## src/rtl/riscv_mem_pkg.sv

```systemverilog
// Shared types and limits for the divided-clock memory controller.
package riscv_mem_pkg;

  localparam int MEM_MAX_WAIT   = 7;
  localparam int MEM_MAX_DIV    = 16;
  localparam int MEM_PHASE_BITS = $clog2(MEM_MAX_DIV);

  // One core-side access request as seen by a memory port.
  typedef struct packed {
    logic [31:0] address;
    logic [3:0]  byte_enable;
    logic        read_enable;
    logic        write_enable;
    logic [31:0] write_data;
  } t_mem_access_req;

  // Response returned to the core: stall flag plus read data.
  typedef struct packed {
    logic        stall;
    logic [31:0] read_data;
  } t_mem_access_resp;

endpackage

```

## src/rtl/riscv_mem_port.sv

```systemverilog
// One memory port: wait-state counter, SRAM drive and response muxing.
// Optional address range check enabled by RISCV_MEM_ADDR_CHECK_EN.
module riscv_mem_port
  import riscv_mem_pkg::*;
#(
  parameter int MEM_ADDR_BITS = 14,
  parameter int WAIT_STATES   = 0
) (
  input  logic                     clk,
  input  logic                     reset_n,
  input  logic                     i_access_phase,
  input  logic                     i_tick,
  input  t_mem_access_req          i_req,
  output t_mem_access_resp         o_resp,
  output logic                     o_sram_select,
  output logic                     o_sram_read_not_write,
  output logic [MEM_ADDR_BITS-1:0] o_sram_address,
  output logic [3:0]               o_sram_write_enable,
  output logic [31:0]              o_sram_write_data,
  input  logic [31:0]              i_sram_read_data,
  output logic                     o_addr_error
);

  localparam logic [2:0] WAIT_N = 3'(WAIT_STATES);

  logic [2:0] r_wcnt;
  logic       w_active;
  logic       w_count_done;
  logic       w_issue_slot;
  logic       w_out_of_range;
  logic       w_unused_addr_bits;

  assign w_active     = i_req.read_enable || i_req.write_enable;
  assign w_count_done = (r_wcnt == WAIT_N);
  // Slot in which the SRAM cycle would be issued if the address is legal.
  assign w_issue_slot = w_active && w_count_done && i_access_phase;

  // Wait counter advances only on core ticks; it clears when idle or after completion.
  always_ff @(posedge clk) begin
    if (!reset_n) begin
      r_wcnt <= 3'd0;
    end else if (i_tick) begin
      r_wcnt <= (w_active && (r_wcnt < WAIT_N)) ? r_wcnt + 3'd1 : 3'd0;
    end
  end

`ifdef RISCV_MEM_ADDR_CHECK_EN
  logic r_addr_error;

  assign w_out_of_range = w_active && (|i_req.address[31:MEM_ADDR_BITS+2]);

  // Sticky error flag: set when an out-of-range access reaches its issue slot.
  always_ff @(posedge clk) begin
    if (!reset_n) begin
      r_addr_error <= 1'b0;
    end else if (w_issue_slot && w_out_of_range) begin
      r_addr_error <= 1'b1;
    end
  end

  assign o_addr_error = r_addr_error;
`else
  assign w_out_of_range = 1'b0;
  assign o_addr_error   = 1'b0;
`endif

  // Byte-offset bits never reach the SRAM; upper bits only matter to the range check.
  assign w_unused_addr_bits = ^{i_req.address[31:MEM_ADDR_BITS+2], i_req.address[1:0]};

  assign o_sram_select         = w_issue_slot && !w_out_of_range;
  assign o_sram_read_not_write = !i_req.write_enable;
  assign o_sram_address        = i_req.address[MEM_ADDR_BITS+1:2];
  assign o_sram_write_enable   = i_req.write_enable ? i_req.byte_enable : 4'h0;
  assign o_sram_write_data     = i_req.write_data;

  assign o_resp.stall     = w_active && !w_count_done;
  assign o_resp.read_data = w_out_of_range ? 32'h0 : i_sram_read_data;

endmodule

```

## src/rtl/riscv_mem_divider_ctrl.sv

```systemverilog
// Memory-side controller for a RISC-V core clocked at clk/DIV_RATIO.
// Generates the core clock enable and drives separate imem/dmem SRAMs.
// Optional address range check enabled by RISCV_MEM_ADDR_CHECK_EN.
module riscv_mem_divider_ctrl
  import riscv_mem_pkg::*;
#(
  parameter int DIV_RATIO     = 2,
  parameter int MEM_ADDR_BITS = 14,
  parameter int IMEM_WAIT     = 0,
  parameter int DMEM_WAIT     = 0
) (
  input  logic                     clk,
  input  logic                     clk__enable,
  input  logic                     reset_n,
  output logic                     core_clk_enable,
  input  logic [31:0]              imem_req_address,
  input  logic [3:0]               imem_req_byte_enable,
  input  logic                     imem_req_read_enable,
  input  logic                     imem_req_write_enable,
  input  logic [31:0]              imem_req_write_data,
  output logic                     imem_resp_wait,
  output logic [31:0]              imem_resp_read_data,
  output logic                     imem_sram_select,
  output logic                     imem_sram_read_not_write,
  output logic [MEM_ADDR_BITS-1:0] imem_sram_address,
  output logic [3:0]               imem_sram_write_enable,
  output logic [31:0]              imem_sram_write_data,
  input  logic [31:0]              imem_sram_read_data,
  input  logic [31:0]              dmem_req_address,
  input  logic [3:0]               dmem_req_byte_enable,
  input  logic                     dmem_req_read_enable,
  input  logic                     dmem_req_write_enable,
  input  logic [31:0]              dmem_req_write_data,
  output logic                     dmem_resp_wait,
  output logic [31:0]              dmem_resp_read_data,
  output logic                     dmem_sram_select,
  output logic                     dmem_sram_read_not_write,
  output logic [MEM_ADDR_BITS-1:0] dmem_sram_address,
  output logic [3:0]               dmem_sram_write_enable,
  output logic [31:0]              dmem_sram_write_data,
  input  logic [31:0]              dmem_sram_read_data,
  output logic                     addr_error
);

  localparam logic [MEM_PHASE_BITS-1:0] ACCESS_PHASE = MEM_PHASE_BITS'(DIV_RATIO - 2);
  localparam logic [MEM_PHASE_BITS-1:0] TICK_PHASE   = MEM_PHASE_BITS'(DIV_RATIO - 1);

  logic [MEM_PHASE_BITS-1:0] r_phase;
  logic                      w_access_phase;
  logic                      w_tick;
  logic                      w_imem_addr_error;
  logic                      w_dmem_addr_error;
  t_mem_access_req           w_imem_req;
  t_mem_access_req           w_dmem_req;
  t_mem_access_resp          w_imem_resp;
  t_mem_access_resp          w_dmem_resp;

  // Phase counter: one lap per core tick, frozen while the global enable is low.
  always_ff @(posedge clk) begin
    if (!reset_n) begin
      r_phase <= '0;
    end else if (clk__enable) begin
      r_phase <= (r_phase == TICK_PHASE) ? '0 : r_phase + MEM_PHASE_BITS'(1);
    end
  end

  // Strobes are held off during reset so an abandoned access never issues a select.
  assign w_access_phase  = clk__enable && reset_n && (r_phase == ACCESS_PHASE);
  assign w_tick          = clk__enable && reset_n && (r_phase == TICK_PHASE);
  assign core_clk_enable = w_tick;

  assign w_imem_req = '{address:      imem_req_address,
                        byte_enable:  imem_req_byte_enable,
                        read_enable:  imem_req_read_enable,
                        write_enable: imem_req_write_enable,
                        write_data:   imem_req_write_data};

  assign w_dmem_req = '{address:      dmem_req_address,
                        byte_enable:  dmem_req_byte_enable,
                        read_enable:  dmem_req_read_enable,
                        write_enable: dmem_req_write_enable,
                        write_data:   dmem_req_write_data};

  riscv_mem_port #(
    .MEM_ADDR_BITS (MEM_ADDR_BITS),
    .WAIT_STATES   (IMEM_WAIT)
  ) u_imem_port (
    .clk                   (clk),
    .reset_n               (reset_n),
    .i_access_phase        (w_access_phase),
    .i_tick                (w_tick),
    .i_req                 (w_imem_req),
    .o_resp                (w_imem_resp),
    .o_sram_select         (imem_sram_select),
    .o_sram_read_not_write (imem_sram_read_not_write),
    .o_sram_address        (imem_sram_address),
    .o_sram_write_enable   (imem_sram_write_enable),
    .o_sram_write_data     (imem_sram_write_data),
    .i_sram_read_data      (imem_sram_read_data),
    .o_addr_error          (w_imem_addr_error)
  );

  riscv_mem_port #(
    .MEM_ADDR_BITS (MEM_ADDR_BITS),
    .WAIT_STATES   (DMEM_WAIT)
  ) u_dmem_port (
    .clk                   (clk),
    .reset_n               (reset_n),
    .i_access_phase        (w_access_phase),
    .i_tick                (w_tick),
    .i_req                 (w_dmem_req),
    .o_resp                (w_dmem_resp),
    .o_sram_select         (dmem_sram_select),
    .o_sram_read_not_write (dmem_sram_read_not_write),
    .o_sram_address        (dmem_sram_address),
    .o_sram_write_enable   (dmem_sram_write_enable),
    .o_sram_write_data     (dmem_sram_write_data),
    .i_sram_read_data      (dmem_sram_read_data),
    .o_addr_error          (w_dmem_addr_error)
  );

  assign imem_resp_wait      = w_imem_resp.stall;
  assign imem_resp_read_data = w_imem_resp.read_data;
  assign dmem_resp_wait      = w_dmem_resp.stall;
  assign dmem_resp_read_data = w_dmem_resp.read_data;
  assign addr_error          = w_imem_addr_error || w_dmem_addr_error;

endmodule

```

## config.mk

```make
export PLATFORM = sky130hd
export DESIGN_NAME = riscv_mem_divider_ctrl
export DESIGN_NICKNAME = d
export VERILOG_FILES = /design/src/rtl/riscv_mem_pkg.sv /design/src/rtl/riscv_mem_port.sv /design/src/rtl/riscv_mem_divider_ctrl.sv
export SDC_FILE = /design/constraint.sdc
export NUM_CORES = 1
export LEC_CHECK = 0
export ABC_CLOCK_PERIOD_IN_PS = 1150
export BUFFER_PORTS_ARGS = -buffer_cell sky130_fd_sc_hd__buf_2
export CAP_MARGIN = 5
export CORE_AREA = 2 2 146 148
export CTS_BUF_LIST = sky130_fd_sc_hd__clkbuf_4
export DETAILED_ROUTE_END_ITERATION = 8
export DIE_AREA = 0 0 148 150
export SYNTH_ARGS = -nofsm -noshare
export SYNTH_HDL_FRONTEND = slang
export SYNTH_SLANG_ARGS = --single-unit
```

## constraint.sdc

```tcl
create_clock -name clk -period 1.15 [get_ports clk]
set_input_delay 0.23 -clock clk [delete_from_list [all_inputs] [get_ports clk]]
set_output_delay 0.23 -clock clk [all_outputs]
set_load 0.005 [all_outputs]
```

# Yosys cells after proc, flatten, opt, wreduce, memory -nomap -nowiden
# Cells that the tools add are included.
dict set report op_classes {
  reduce_logical 20
  n_eq_ne 1
  mux 5
  order_cmp 2
  n_addsub 3
}
# op n
set op_table {}
lappend op_table {{2-to-1 mux 4 bit} 3}
lappend op_table {{logical AND 1 bit} 11}
lappend op_table {{adder 3 x 1 -> 3 bit, second input constant} 2}
lappend op_table {{zero test 3 bit} 2}
lappend op_table {{less-than comparator 3 x 1 -> 1 bit, second input constant} 2}
lappend op_table {{2-to-1 mux 3 bit} 2}
lappend op_table {{adder 4 x 1 -> 4 bit, second input constant} 1}
lappend op_table {{== test 4 x 1 -> 1 bit, second input constant} 1}
lappend op_table {{zero test 1 bit} 4}
lappend op_table {{zero test 4 bit} 1}
lappend op_table {{logical OR 1 bit} 2}
dict set report totals {
  regBits 10
  input_bits 207
  output_inout_bits 172
  elab_cells 34
}

# Logic depth before layout (Yosys ltp)
dict set report logic_depth {
  depth_word 3
  ltp_mapped 2
  mapped_depth_nobuf 2
}

# Modules after synthesis
# From an unflattened synthesis, not the netlist that was laid out.
dict set report unflattened {
  hier_cells 197
  hier_area_um2 1496.4
}
# mod cells_per_inst n_inst area_each_um2 seq_area_each_um2
set by_module_without_submodules {}
lappend by_module_without_submodules {riscv_mem_port 87 2 640.6 0.0}
lappend by_module_without_submodules {riscv_mem_divider_ctrl 23 1 215.2 80.1}

# Worst setup path after synthesis
# No wires, ideal clock.
dict set report synth_timing {
  path_kind {register to output}
  startpoint {register r_phase[3]}
  endpoint {output port dmem_sram_select}
  stages_incl_launch_ff 3
  t_required_ns 0.920
  n_path_buf 0
  arrival_ns 1.072
  setup_slack_ns -0.152
  path_cell_list {dfxtp_1 -> or4b_4 -> nor3_1}
}
dict set report synth_via {
  elab_chain_cells 3
}
# item line
set synth_lines {}
lappend synth_lines {{start, declared} riscv_mem_divider_ctrl.sv:48} ;# logic [MEM_PHASE_BITS-1:0] r_phase;
lappend synth_lines {{start signal, assigned} riscv_mem_divider_ctrl.sv:63} ;# r_phase <= (r_phase == TICK_PHASE) ? '0 : r_phase + MEM_PHASE_BITS'(1);
lappend synth_lines {{zero test 4 bit} riscv_mem_divider_ctrl.sv:68} ;# assign w_access_phase = clk__enable && reset_n && (r_phase == ACCESS_PHASE);
lappend synth_lines {{logical AND 1 bit} riscv_mem_divider_ctrl.sv:68}
lappend synth_lines {{logical AND 1 bit} riscv_mem_port.sv:36} ;# assign w_issue_slot = w_active && w_count_done && i_access_phase;
lappend synth_lines {{end, declared} riscv_mem_divider_ctrl.sv:36} ;# output logic dmem_sram_select,
# Every way passes these cells.

# Worst setup path after layout
dict set report layout_timing {
  startpoint {register r_phase[3]}
  endpoint {output port imem_sram_select}
}
dict set report layout_via {
  elab_chain_cells 3
}
# item line
set layout_lines {}
lappend layout_lines {{zero test 4 bit} riscv_mem_divider_ctrl.sv:68}
lappend layout_lines {{logical AND 1 bit} riscv_mem_divider_ctrl.sv:68}
lappend layout_lines {{logical AND 1 bit} riscv_mem_port.sv:36}
lappend layout_lines {{end, declared} riscv_mem_divider_ctrl.sv:23} ;# output logic imem_sram_select,
# Every way passes these cells.

==> run summary <==
The run finished, with violations left. The checks that failed: setup timing. Summed over all layers, the global routing overflow is 0.

The row count came out at 53. Sorting the synthesized cells by area gives the leading types as sky130_fd_sc_hd__buf_4 (81%), sky130_fd_sc_hd__dfxtp_1 (5.4%), sky130_fd_sc_hd__and2_1 (3.4%), sky130_fd_sc_hd__mux2i_1 (1.4%), sky130_fd_sc_hd__nor2_1 (1.0%). The clock-pin slew on the worst setup and hold paths works out to 50 ps. Summed over all layers, the routed wires come to 5020 um. The dominant cell type by area after synthesis is sky130_fd_sc_hd__buf_4.

The tools report the largest net degree at the start of global routing as 8. Dividing total power by cell area gives a power density of 505 mW/mm^2. The die boundary height came out at 150 um. Yosys instantiated no cell more often than sky130_fd_sc_hd__buf_4. The effective utilization at floorplan is 0.0714, and the number of global-route vias before repair is 755.

Summing all non-filler instances in the final layout gives an area of 898 um^2. Clock skew on the completed layout was measured at 9.77 ps. 379 I/O pins were placed. STA puts the critical path data required time at 920 ps. Including well taps, the total number of placed cells is 348. Setup repair after global routing could not meet its margin everywhere. Buffers inserted during clock tree synthesis total 3. Counting distinct cell types in the post-synthesis netlist gives 18. The register with the most flip-flops in the layout has 4 of them. For the global placement routability congestion, the log shows 0.581.

The setup check on the worst reg-to-reg path leaves a slack of 290 ps. In this run the remaining antenna-violating nets after routing total 0. In the final timing run, aggregate negative setup slack is -1610 ps. The number of cells on the worst reg-to-reg path is 3. The post-layout instance count excluding filler cells was 354; the largest fanout on the critical path was 2.

In this run the deepest clock path goes through 2 buffers. Synthesis produced a netlist whose cell count is 196. Hold repair after CTS inserted 0 buffers. The total via count in the routed design is 660. The fraction of the cycle the final worst path needs was 1.48; the highest ir drop seen on vdd was 0.000160 V. Timing analysis after detailed placement gives a worst setup slack of -382 ps. The register with the most flip-flops in the final layout is r_phase. For this run, the number of Yosys warnings is 0. Number of pins with negative max-slew slack in the final report: 0.

The number of maximum-capacitance violations was 0; the clock sink count was 4. By startpoint and endpoint, the worst setup path is classified as register to output port. The type of element capturing the critical path is an output port. Dividing the detail-routed via count by the number of cells gives 1.86. The worst hold path begins at clk__enable. The logs give 6030 um for the global-route wire length before repair and -547 ps for the final worst-path setup slack. The stage delay of the slowest cell on the critical path is 540 ps, and the number of enable flip-flop cells after synthesis is 0.

Synthesis inferred 4 register bits. The worst register-to-register path begins at r_phase[0]$_SDFFE_PN0P_. The number of input and output port buffers inserted was 27. After synthesis the cells add up to 0.00148 mm^2.

Summed over all nets, the half-perimeter wirelength after detailed placement is 4390 um. TritonCTS built the clock tree. The area share of the largest cell type after synthesis is 0.808. The tools report the clock tree root driver cell as sky130_fd_sc_hd__clkbuf_4. For the count of routing violations after the opening detailed-route iteration, the log shows 12.

The commonest register cell after synthesis is sky130_fd_sc_hd__dfxtp_1. The slowest stage of the critical path is the sky130_fd_sc_hd__or4b_4 cell. Counting I/O delays and the setup requirement, the final critical path takes 1700 ps. Class of the tightest hold or removal check: input port to register. The area added between synthesis and finish works out to -39.2%. The critical path data arrival time is 1470 ps. STA classifies the critical path startpoint as a register. The cell count of the worst hold path works out to 3.

The largest registers in the layout are r_phase: 4 flops. From left edge to right edge, the die measures 148 um. For the aggregate global-route resource usage, the log shows 0.0439. The commonest cells after synthesis are sky130_fd_sc_hd__buf_4 (159), sky130_fd_sc_hd__and2_1 (8), sky130_fd_sc_hd__dfxtp_1 (4), sky130_fd_sc_hd__nor2_1 (4), sky130_fd_sc_hd__nand2_1 (3). The analysis attributes to cell leakage a power of 0.313 nW. The tightest hold path in the finished design has a slack of 331 ps. Average cell area after synthesis: 7.53 um^2. Walking the worst path, the cells encountered are or4b_4 -> buf_6 -> nor3_4 -> buf_2. The floorplan step defined a die boundary enclosing 0.0222 mm^2. For hold timing, the worst endpoint is r_phase[1]$_SDFFE_PN0P_. Maximum level of the CTS H-tree: 1.

The proportion of layout cells with a drive suffix above 1 was 0.571; the share of synthesized registers carrying an async set or reset was 0. End of the worst register-to-register path: r_phase[3]$_SDFFE_PN0P_. The initial antenna violation count is 2. Clock latency on the worst-skew pair, taken at its later pin, is 240 ps.

The tools report the area inside the core boundary as 0.0207 mm^2. The tools report the placed instance area as 833 um^2. Final hold violation count: 0. The fraction of the yosys area taken by sequential cells came out at 0.0542. The post-detailed-route wirelength per cell works out to 14.2 um. The number of nets in the final layout came out at 286. The tools report the total DRC errors in the routed layout as 0. Setup violations remaining at the end of the flow were counted as 3.

The maximum frequency from static timing analysis is 0.589 GHz. The pre-antenna-repair detailed-routing pass consisted of 4 iterations.
==> per-stage QoR <==
stage	utilization	total power, mW
4_1_cts	0.0432	0.464
5_1_grt	0.0434	0.489
3_3_place_gp	0.0403	0.262
2_1_floorplan	-	0.633
3_5_place_dp	0.0403	0.262
6_report	0.0434	0.454
==> layout by cell type (no fill, tap or decap), drive strengths merged <==
master | synthesis | final
nand4 | 1 | 1
nand2 | 3 | 3
mux2i | 2 | 2
buf | 159 | 35
conb | 1 | 3
diode | 0 | 2
nor2 | 4 | 4
and2 | 9 | 9
inv | 2 | 2
clkbuf | 0 | 3
nand2b | 2 | 2
or4b | 1 | 1
nand4b | 1 | 1
dfxtp | 4 | 4
o2bb2ai | 1 | 1
a21boi | 1 | 1
nand3 | 1 | 1
nor3 | 2 | 2
or2b | 2 | 2
==> worst max-delay path by stage <==
stage	from	endpoint	slack, ps	cells after the start
2_1_floorplan	r_phase[3]$_SDFFE_PN0P_	dmem_sram_select	-60	2
3_3_place_gp	reset_n	dmem_sram_select	-400	5
3_5_place_dp	reset_n	dmem_sram_select	-380	5
4_1_cts	r_phase[3]$_SDFFE_PN0P_	imem_sram_select	-570	4
5_1_grt	r_phase[3]$_SDFFE_PN0P_	dmem_sram_select	-620	4
6_report	r_phase[3]$_SDFFE_PN0P_	imem_sram_select	-550	4
==> repair_timing <==
action | 4_1_cts | 5_1_grt
setup endpoints to repair | 3 | 3
pin swaps | 1 | 1
setup buffers | 1 | 0
gates resized for setup | 7 | 0
==> cells by family (layout without fill, tap and decap cells) <==
kind of cell,Yosys count,in the layout,share of synthesized area
buf+inv,161,40,0.814
simple gates,26,26,0.105
flops,4,4,0.0542
compound gates,2,2,0.0110
mux,2,2,0.0136
other cells,1,5,0.00254
==> metal layers <==
metal | track usage | part of all wire
met1 | 0.0146 | 0.13
met2 | 0.0595 | 0.41
met5 | 0 | 0
met4 | 0.0867 | 0.20
met3 | 0.0506 | 0.26
==> power breakdown <==
part / switching [mW] / internal, mW
combinational: 0.0587 / 0.0672
clock: 0.0673 / 0.117
sequential: 0.00151 / 0.142
total: 0.128 / 0.326
==> area by class of cell <==
cell class / instances / area [um^2]
Tap cell: 275 / 344
Fill cell: 2481 / 19800
Timing Repair Buffer: 35 / 205
Multi-Input combinational cell: 33 / 233
Clock buffer: 3 / 22.5
Antenna cell: 2 / 5.00
Sequential cell: 4 / 81.3
Inverter: 2 / 7.51
==> worst max-delay path: cells and delay by family (launching register included) <==
family | cells | cell delay, ps
AND/OR/NAND/NOR | 2 | 640
flip-flops | 1 | 310
buffers and inverters | 2 | 290
(Power assumes the default switching activity.)
